<file path="src/rtl/obtc_job_dispatcher.sv">
// Pairs consecutive 256-bit gatherer words into mining jobs, holds one job pending,
// and hands it round-robin to the next idle hashing core with a disjoint nonce range.
module obtc_job_dispatcher #(
    parameter int NUM_CORES = 4,
    parameter int IDX_W     = $clog2(NUM_CORES)
) (
    input  logic                 clk,
    input  logic                 rst,
    input  logic                 we_in,
    input  logic [255:0]         din,
    input  logic [NUM_CORES-1:0] core_busy,
    output logic [NUM_CORES-1:0] core_we,
    output logic [255:0]         core_midstate,
    output logic [255:0]         core_data,
    output logic [31:0]          core_nonce_start,
    output logic                 pend_valid,
    output logic [31:0]          job_cnt,
    output logic [15:0]          drop_cnt
);

    typedef enum logic {
        WORD0 = 1'b0,
        WORD1 = 1'b1
    } coll_state_e;

    coll_state_e state_q, state_d;

    logic [255:0]         midstate_c_q;
    logic [255:0]         midstate_p_q;
    logic [255:0]         data_p_q;
    logic                 pend_valid_q, pend_valid_d;
    logic [IDX_W-1:0]     rr_ptr_q, rr_ptr_d;

    logic [NUM_CORES-1:0] core_we_q, core_we_d;
    logic [255:0]         core_midstate_q, core_midstate_d;
    logic [255:0]         core_data_q, core_data_d;
    logic [31:0]          core_nonce_start_q, core_nonce_start_d;
    logic [31:0]          job_cnt_q, job_cnt_d;
    logic [15:0]          drop_cnt_q, drop_cnt_d;

    logic                 word0_cap;
    logic                 job_done;
    logic                 pend_load;
    logic                 job_drop;
    logic                 found;
    logic                 dispatch;
    logic [IDX_W-1:0]     sel_idx;
    logic [IDX_W-1:0]     cand;

    // Collection FSM: alternate word 0 / word 1 on each we_in strobe.
    // NOTE: every signal driven here gets a default first, so no path can infer a latch.
    always_comb begin
        state_d   = state_q;
        word0_cap = 1'b0;
        job_done  = 1'b0;
        case (state_q)
            WORD0: begin
                if (we_in) begin
                    word0_cap = 1'b1;
                    state_d   = WORD1;
                end
            end
            WORD1: begin
                if (we_in) begin
                    job_done = 1'b1;
                    state_d  = WORD0;
                end
            end
            default: state_d = WORD0;
        endcase
    end

    // Round-robin search from rr_ptr; the core strobed last cycle is masked
    // because its busy flag has not risen yet. Index wrap relies on NUM_CORES
    // being a power of two.
    always_comb begin
        found   = 1'b0;
        sel_idx = '0;
        cand    = '0;
        for (int k = 0; k < NUM_CORES; k++) begin
            cand = rr_ptr_q + IDX_W'(k);
            if (!found && !core_busy[cand] && !core_we_q[cand]) begin
                found   = 1'b1;
                sel_idx = cand;
            end
        end
    end

    assign dispatch  = pend_valid_q && found;
    assign pend_load = job_done && (!pend_valid_q || dispatch);
    assign job_drop  = job_done && pend_valid_q && !dispatch;

    always_comb begin
        pend_valid_d       = pend_valid_q;
        rr_ptr_d           = rr_ptr_q;
        core_we_d          = '0;
        core_midstate_d    = core_midstate_q;
        core_data_d        = core_data_q;
        core_nonce_start_d = core_nonce_start_q;
        job_cnt_d          = job_cnt_q;
        drop_cnt_d         = drop_cnt_q;

        if (dispatch) begin
            core_we_d[sel_idx] = 1'b1;
            core_midstate_d    = midstate_p_q;
            core_data_d        = data_p_q;
            core_nonce_start_d = {sel_idx, {(32-IDX_W){1'b0}}};
            rr_ptr_d           = sel_idx + 1'b1;
            job_cnt_d          = job_cnt_q + 32'd1;
            pend_valid_d       = 1'b0;
        end

        if (pend_load) begin
            pend_valid_d = 1'b1;
        end

        if (job_drop && drop_cnt_q != 16'hFFFF) begin
            drop_cnt_d = drop_cnt_q + 16'd1;
        end
    end

    // NOTE: sequential state is written with non-blocking assignments only, so
    // every register samples the pre-edge value of every other register.
    always_ff @(posedge clk) begin
        if (rst) begin
            state_q            <= WORD0;
            pend_valid_q       <= 1'b0;
            rr_ptr_q           <= '0;
            core_we_q          <= '0;
            core_midstate_q    <= '0;
            core_data_q        <= '0;
            core_nonce_start_q <= '0;
            job_cnt_q          <= '0;
            drop_cnt_q         <= '0;
        end else begin
            state_q            <= state_d;
            pend_valid_q       <= pend_valid_d;
            rr_ptr_q           <= rr_ptr_d;
            core_we_q          <= core_we_d;
            core_midstate_q    <= core_midstate_d;
            core_data_q        <= core_data_d;
            core_nonce_start_q <= core_nonce_start_d;
            job_cnt_q          <= job_cnt_d;
            drop_cnt_q         <= drop_cnt_d;
        end
    end

    // NOTE: the collection and pending buffers carry no reset; they are only
    // ever read after the control state above has marked them as loaded.
    always_ff @(posedge clk) begin
        if (word0_cap) begin
            midstate_c_q <= din;
        end
        if (pend_load) begin
            midstate_p_q <= midstate_c_q;
            data_p_q     <= din;
        end
    end

    assign core_we          = core_we_q;
    assign core_midstate    = core_midstate_q;
    assign core_data        = core_data_q;
    assign core_nonce_start = core_nonce_start_q;
    assign pend_valid       = pend_valid_q;
    assign job_cnt          = job_cnt_q;
    assign drop_cnt         = drop_cnt_q;

endmodule

</file>
<file path="config.mk">
export PLATFORM = sky130hd
export DESIGN_NAME = obtc_job_dispatcher
export DESIGN_NICKNAME = d
export VERILOG_FILES = /design/src/rtl/obtc_job_dispatcher.sv
export SDC_FILE = /design/constraint.sdc
export NUM_CORES = 1
export LEC_CHECK = 0
export BUFFER_PORTS_ARGS = -buffer_cell sky130_fd_sc_hd__buf_2
export CAP_MARGIN = 20
export CORE_MARGIN = 4
export CORE_UTILIZATION = 30
export CTS_CLUSTER_SIZE = 12
export DETAILED_ROUTE_END_ITERATION = 10
export PLACE_DENSITY_LB_ADDON = 0.25
export SKIP_LAST_GASP = 1
export SYNTH_ARGS = -nofsm -noshare
export SYNTH_HDL_FRONTEND = slang
export SYNTH_SLANG_ARGS = --single-unit
</file>
<file path="constraint.sdc">
create_clock -name clk -period 45.6 [get_ports clk]
set_input_delay 4.56 -clock clk [delete_from_list [all_inputs] [get_ports clk]]
set_output_delay 4.56 -clock clk [all_outputs]
set_load 0.01 [all_outputs]
</file>
After elaboration in Yosys (flattened, before gate mapping)
Cells that the tools add are included.

storage, ports and cells
  register bits after elaboration = 1338
  input bits = 263

cells by class
  add/subtract/negate cells = 6
  order comparisons = 6
  equality and inequality tests = 1
  muxes and demuxes = 33
  bitwise logic cells = 2
  reduce and logical (&&, ||, !) cells = 29

operator list
  kind                                                                   count
  32-bit by 1-bit adder with 32-bit output, second input constant        1
  1-bit 2-to-1 mux                                                       19
  16-bit by 1-bit adder with 16-bit output, second input constant        1
  1-bit binary-select mux with 2-bit select                              8
  16-bit != test, second input constant                                  1
  2-bit by 3-bit < comparator with 1-bit output, second input constant   5
  1-bit logical AND                                                      13
  1-bit logical NOT                                                      13
  2-bit 2-to-1 mux                                                       4
  2-bit by 1-bit adder with 2-bit output, second input constant          2
  2-bit adder, second input constant                                     2
  1-bit demux with 2-bit select                                          1
  2-bit by 1-bit >= comparator with 1-bit output, second input constant  1
  1-bit inverter                                                         2
  1-bit one-hot mux with 2 select lines                                  1
  2-bit nonzero test                                                     1
  2-bit OR reduction                                                     1
  1-bit logical OR                                                       1

Longest topological paths before layout
Gate-level depths: netlist (run 1).

  depth after elaboration = 21
  depth in mapped cells = 7
  gate-level depth less buffers = 6

Least setup slack after synthesis (run 1)
Ideal clock, no wire load.

  path kind = input to register
  from = in core_busy[0]
  to = reg data_p_q[0], enable pin
  data arrival time = 32.249 ns
  path slack = 11.656 ns
  stages = 2
  cell sequence = o22a_1 a31oi_1

between the ends
  longest elaborated chain between the ends = 20

ends and longest elaborated chain
  what                                       RTL line  source
  start: declaration                         11        input logic [NUM_CORES-1:0] core_busy,
  1-bit binary-select mux with 2-bit select  82        if (!found && !core_busy[cand] && !core_we_q[cand]) begin
  1-bit 2-to-1 mux (not written as such)     82
  1-bit logical NOT                          82
  1-bit logical AND                          82
  1-bit 2-to-1 mux                           82
  1-bit logical NOT                          82
  1-bit logical AND (2 in a row)             82
  1-bit 2-to-1 mux                           82
  (+3 left out)                              --
  1-bit 2-to-1 mux                           82
  1-bit logical NOT                          82
  1-bit logical AND (2 in a row)             82
  1-bit 2-to-1 mux *                         82
  1-bit logical AND *                        89        assign dispatch = pend_valid_q && found;
  1-bit logical OR *                         90        assign pend_load = job_done && (!pend_valid_q || dispatch);
  1-bit logical AND *                        90
  named net pend_load                        43        logic pend_load;
  end signal: assignment                     156       data_p_q <= din;
  end: declaration                           30        logic [255:0] data_p_q;

Mark *: on every way through the listed nets, which the timed path passes. The rest lies on a longest branch. The select of a mux whose other input is x is not followed.
A chain may end at the register's enable or synchronous reset.

Worst setup path after layout (run 1)
  from = in core_busy[1]
  to = reg midstate_p_q[125], enable pin

between the ends
  longest elaborated chain between the ends = 20

ends and longest elaborated chain
  what                                       RTL line  source
  1-bit binary-select mux with 2-bit select  82
  1-bit 2-to-1 mux (not written as such)     82
  1-bit logical NOT                          82
  1-bit logical AND                          82
  1-bit 2-to-1 mux                           82
  1-bit logical NOT                          82
  1-bit logical AND (2 in a row)             82
  1-bit 2-to-1 mux                           82
  (+3 left out)                              --
  1-bit 2-to-1 mux                           82
  1-bit logical NOT                          82
  1-bit logical AND (2 in a row)             82
  1-bit 2-to-1 mux *                         82
  1-bit logical AND *                        89
  1-bit logical OR *                         90
  1-bit logical AND *                        90
  named net pend_load                        43
  end signal: assignment                     155       midstate_p_q <= midstate_c_q;
  end: declaration                           29        logic [255:0] midstate_p_q;

Marks and branches as above.

==> flow_metrics.tcl, run 1 <==
set metrics [dict create \
    die_w_um 388 \
    wl_met1_um 48000 \
    slew_violations 0 \
    totalWireLength_um 119000 \
    path_depth 8 \
    fin_crit_sh 0.185 \
    timing.max_cap.violations 0 \
    num_vias 27400 \
    route.met2.wl_um 56900 \
    htree_levels 4 \
    worstMarginPinSlew_ns 1.07 \
    layout_common_cells "nand2_1, buf_2, edfxtp_1" \
    via_per_inst 4.42 \
    slowest_delay_ns 0.78 \
    syn_avg_cell_area_um2 13.0 \
    cts_setup_buffers 0 \
    port_buffers 829 \
    drt_first_pass_iters 5 \
    reg2reg_slack_ns 40.71 \
    avgRoutedWirePerCell_um 19.1 \
    dpl_cell_area_mm2 0.0494 \
    holdBufCountCts 0 \
    critical_path.cell_chain "buf_2 -> o22a_1 -> a31oi_4 -> buf_12 -> buf_4 -> buf_4 -> buf_4 -> buf_4" \
    drt_iter0_drc 1407 \
    cts_buffers 144 \
    crit_path_end_kind "flip-flop" \
    critical_path_class "in2reg" \
    antenna_found_initial 18 \
    grt_max_degree 185 \
    yosys_warnings 0 \
    grtUsageTotal 0.151 \
    rr_endpoint "midstate_p_q[125]$_DFFE_PP_" \
    drc_errors 0 \
    core_area_mm2 0.144 \
    worstPathMaxFanout 71 \
    cts.sink_count 1338 \
    clock_path_buffers 3 \
    final_antenna_net_count 0 \
    endpoint "midstate_p_q[125]$_DFFE_PP_" \
    fin_skew_ns 0.0385 \
    overflow 0 \
    slowest_stage "buf_4" \
    dominantRegCellSynth "edfxtp_1" \
    cp_common_cell "buf_4" \
    syn_to_final_growth_pct 24.8 \
    power_density_mw_per_mm2 47.8 \
    fin_cells 6202 \
    cts_root_buffer "clkbuf_16" \
    crit_family "buffers and inverters" \
    final_hold_viol_count 0 \
    post-place-cells 5923 \
    grt_pass1_wl_um 174000 \
    initial_core_util 0.302 \
    synth.ff_latch_count 1338 \
    cp-start-kind "primary input" \
    design_area_mm2 0.0542 \
    worstReg2RegStart "core_we[1]$_SDFF_PP0_" \
    relSlewSlack 0.289 \
    setup_violations 0 \
    clk_latency_ns 0.75 \
    fin_util 0.377 \
    critPathBufInv 6 \
    io_pins 860 \
    startpoint "core_busy[1]" \
    final_common_cell "nand2_1" \
    finalSetupTns_ns 0 \
    critPathRequiredTime_ns 45.99 \
    fp.dieH_um 388 \
    worstPathArrival_ns 8.84 \
    num_rows 139 \
    final_nets 4438 \
    die-area_mm2 0.151 \
    drive_above_1_share 0.252 \
    cts.clk_slew.worst_paths_ns 0.06 \
    dr.max_layer_used "met5" \
    place.gp.congestion 0.815 \
    synthArstFlopShare 0 \
    synth.yosys.seq_area_share 0.794 \
    rsz0062_at_grt "false" \
    grt_pass1_vias 26600 \
    hold_path_class "reg2reg" \
    period_needed_ns 8.45 \
    syn_inst 3344 \
    vdd_drop_max_mv 0.0334 \
    cts_resized 0 \
    synth_area_mm2 0.0434 \
    synth.distinct_cells 45 \
    rr_worst_depth 7 \
    fmax_ghz 0.118 \
    place_hpwl_um 78600 \
    status "complete, no violations" \
    leakage_nw 20.2 \
    met3RoutedLength_um 10800 \
    synth-edff-count 768 \
    cts_tree "built" \
]
-- worst min-delay path by stage --
stage,slack [ns],end,depth (start not counted),startpoint
3_3_place_gp,0.40,midstate_p_q[72]$_DFFE_PP_,0,midstate_c_q[72]$_DFFE_PP_
4_1_cts,0.38,midstate_p_q[205]$_DFFE_PP_,0,midstate_c_q[205]$_DFFE_PP_
3_5_place_dp,0.40,midstate_p_q[0]$_DFFE_PP_,0,midstate_c_q[0]$_DFFE_PP_
5_1_grt,0.40,midstate_p_q[206]$_DFFE_PP_,0,midstate_c_q[206]$_DFFE_PP_
2_1_floorplan,0.40,midstate_p_q[0]$_DFFE_PP_,0,midstate_c_q[0]$_DFFE_PP_
6_report,0.39,midstate_p_q[205]$_DFFE_PP_,0,midstate_c_q[205]$_DFFE_PP_
-- through the flow --
step           setup WS, ns  hold slack (ns)  power [mW]
3_5_place_dp          35.86            0.405        1.48
4_1_cts               36.68            0.382        2.63
3_3_place_gp          35.91            0.400        1.48
5_1_grt               36.93            0.399        2.69
2_1_floorplan         11.66            0.400        1.46
6_report              37.15            0.390        2.59
-- layer usage --
metal / GRT usage / vias to the layer above
li1: - / 13100
met1: 0.185 / 13300
met2: 0.249 / 832
met3: 0.0571 / 176
met4: 0.0454 / 12
met5: 0 / -
-- cells in the mapped netlist (2+ instances only) --
| library cell | n | share of area |
|---|---|---|
| o22a_1 | 2 | 0.00040 |
| nand3_1 | 18 | 0.0021 |
| xnor2_1 | 14 | 0.0028 |
| nor3b_1 | 5 | 0.00087 |
| or4_1 | 3 | 0.00052 |
| edfxtp_1 | 768 | 0.53 |
| or3_1 | 4 | 0.00058 |
| nor2_1 | 58 | 0.0050 |
| nor2b_1 | 2 | 0.00029 |
| nor4_1 | 8 | 0.0012 |
| buf_2 | 50 | 0.0058 |
| clkbuf_1 | 109 | 0.0094 |
| inv_1 | 9 | 0.00078 |
| nor3_1 | 11 | 0.0013 |
| nand4_1 | 23 | 0.0033 |
| a21oi_1 | 522 | 0.060 |
| buf_1 | 25 | 0.0022 |
| o21ai_0 | 3 | 0.00035 |
| dfxtp_1 | 570 | 0.26 |
| nand2_1 | 1047 | 0.091 |
| xor2_1 | 25 | 0.0050 |
| mux2_2 | 3 | 0.00078 |
| and3_1 | 6 | 0.00087 |
| ha_1 | 8 | 0.0023 |
| buf_4 | 30 | 0.0052 |
| and4_1 | 2 | 0.00040 |
-- flip-flops by register name (all words and copies together) (netlist names) --
register,count
rr_ptr_q,2
data_p_q,256
core_data,256
pend_valid,1
core_nonce_start,2
midstate_c_q,256
core_we,4
state_q,1
job_cnt,32
core_midstate,256
drop_cnt,16
midstate_p_q,256
-- kinds of logic after synthesis --
kind of cell	Yosys count	share of synthesized area
and+or+nand+nor	1192	0.108
adders and majority gates	8	0.00231
other	1	0.0000864
buffers and inverters	224	0.0234
AOI/OAI and AO/OA	539	0.0632
muxes	3	0.000778
DFF	1338	0.794
xor gates and xnor gates	39	0.00787
-- final cells by class --
cell class | instances | area (um^2)
diodes | 12 | 30.0
clock buffers | 228 | 4190
clock inverters | 38 | 512
fillers | 14000 | 89500
inverters | 9 | 33.8
multi-input cells | 1811 | 8080
flip-flops and latches | 1338 | 34500
well taps | 1903 | 2380
repair buffers | 863 | 4460
-- power breakdown --
part	switching (mW)	leakage, nW	total, mW	internal [mW]
Combinational	0.0753	6.11	0.103	0.0277
Sequential	0.0158	11.8	1.35	1.33
Clock	0.482	2.28	1.13	0.653
Note: power is estimated with default switching activity, not from simulation.
==> run 2: changes to the inputs <==
clock period = 8.65 ns   (was 45.6 ns; I/O delays follow)
==> flow_metrics.tcl, run 2 (synthesis results as in run 1) <==
set metrics [dict create \
    status "complete, no violations" \
    setup_violations 0 \
    holdBufCountCts 0 \
    io_pins 860 \
    totalWireLength_um 119000 \
    drt_iter0_drc 1472 \
    power_frac_clock 0.441 \
    layout_common_cells "nand2_1, buf_2, edfxtp_1" \
    worstMarginPinSlew_ns 1.30 \
    worstReg2RegStart "core_we[0]$_SDFF_PP0_" \
    worstPathArrival_ns 4.27 \
    drc_errors 0 \
    drive_above_1_share 0.250 \
    pwr-share-comb 0.040 \
    htree_levels 4 \
    port_buffers 829 \
    die_w_um 388 \
    rsz0062_at_grt "false" \
    slew_violations 0 \
    cp-start-kind "flip-flop" \
    fp.dieH_um 388 \
    startpoint "core_we[0]$_SDFF_PP0_" \
    cts_buffers 143 \
    fin_crit_sh 0.418 \
    total_power_mw 13.7 \
    cts_tree "built" \
    n_fill_cell 14000 \
    grt_max_degree 183 \
    multiInputGateArea_mm2 0.00809 \
    final_hold_viol_count 0 \
    overflow 0 \
    relSlewSlack 0.132 \
    seq_area_mm2 0.0345 \
    power_switching_mw 2.97 \
    grt_pass1_vias 26300 \
    leakage_nw 20.1 \
    cts.clk_slew.worst_paths_ns 0.07 \
    fmax_ghz 0.277 \
    min_from "din[215]" \
    cts_root_buffer "clkbuf_16" \
    clk_latency_ns 0.75 \
    avgRoutedWirePerCell_um 19.2 \
    place_hpwl_um 77300 \
    timing.max_cap.violations 0 \
    slowest_stage "a21boi_4" \
    intPower_mw 10.7 \
    crit_path_end_kind "flip-flop" \
    drt_first_pass_iters 5 \
    finalSetupTns_ns 0 \
    num_rows 139 \
    final_nets 4433 \
    die-area_mm2 0.151 \
    final_common_cell "nand2_1" \
    final_antenna_net_count 0 \
    core_area_mm2 0.144 \
    initial_core_util 0.302 \
    critical_path.cell_chain "o22a_1 -> a21boi_4 -> buf_4 -> buf_12 -> nand2_1 -> a21oi_1" \
    vdd_drop_max_mv 0.180 \
    clock_path_buffers 3 \
    slowest_delay_ns 0.76 \
    switching_share 0.217 \
    period_needed_ns 3.61 \
    cts.sink_count 1338 \
    grtUsageTotal 0.152 \
    seq_power_share 0.519 \
    cts_resized 0 \
    syn_to_final_growth_pct 24.8 \
    num_vias 27300 \
    critPathRequiredTime_ns 9.31 \
    fin_skew_ns 0.0240 \
    critical_path_class "reg2reg" \
    antenna_found_initial 21 \
    worstPathMaxFanout 176 \
    hold_path_class "in2reg" \
    grt_pass1_wl_um 174000 \
    via_per_inst 4.41 \
    place.gp.congestion 0.803 \
    reg2reg_slack_ns 5.04 \
    power_density_mw_per_mm2 253 \
    cts_setup_buffers 0 \
]
-- run 2: cell types whose count changed in the layout (fill, tap and decap cells not counted), sizes merged --
cell,delta
clkinvlp,+1
inv,+1
bufinv,+5
diode,-4
clkinv,-8
clkbuf,-2
buf,-4
-- run 2: worst paths after layout --
check | endpoint | depth (start not counted)
hold reg to reg | midstate_p_q[181]$_DFFE_PP_ | 0
setup reg to reg | core_midstate[79]$_SDFFE_PP0N_ | 6
setup / recovery | core_midstate[79]$_SDFFE_PP0N_ | 6
hold / removal | midstate_c_q[215]$_DFFE_PP_ | 1
-- run 2: worst max-delay path, delay by kind of cell (launching register included) --
kind | cells | cell delay [ns]
AOI/OAI and AO/OA | 3 | 1.26
and+or+nand+nor | 1 | 0.16
buffers and inverters | 2 | 1.16
DFF | 1 | 0.40
-- run 2: power by group through the flow --
| stage | logic, mW | clock network (mW) | registers [mW] |
|---|---|---|---|
| 2_1_floorplan | 0.253 | 0 | 7.33 |
| 5_1_grt | 0.611 | 6.48 | 7.13 |
| 3_5_place_dp | 0.569 | 0 | 7.25 |
| 4_1_cts | 0.570 | 6.23 | 7.11 |
| 6_report | 0.552 | 6.04 | 7.11 |
| 3_3_place_gp | 0.564 | 0 | 7.24 |
-- run 2: metal layers --
layer / vias to the layer above / track usage / wire (um)
met3: 218 / 0.0622 / 10600
met2: 793 / 0.248 / 56600
met4: 26 / 0.0587 / 3940
met1: 13200 / 0.180 / 47700
li1: 13100 / - / -
met5: - / 0 / 187
-- run 2: layout make-up --
class / instances / area share
flip-flops and latches: 1338 / 0.636
well taps: 1903 / 0.0440
diodes: 8 / 0.000370
clock buffers: 226 / 0.0772
clock inverters: 37 / 0.00880
multi-input cells: 1811 / 0.149
repair buffers: 859 / 0.0835
inverters: 9 / 0.000624
-- run 2: stage by stage --
stage,hold WS (ns),cell area (um^2),utilization,instances,setup slack [ns]
floorplan,0.400,43500,-,3373,-1.76
global placement,0.400,49500,0.345,5920,4.66
detailed placement,0.405,49500,0.345,5920,4.57
CTS,0.210,54200,0.377,6183,5.12
global route,0.234,54200,0.377,6187,4.84
finish,0.299,54200,0.377,6191,5.04
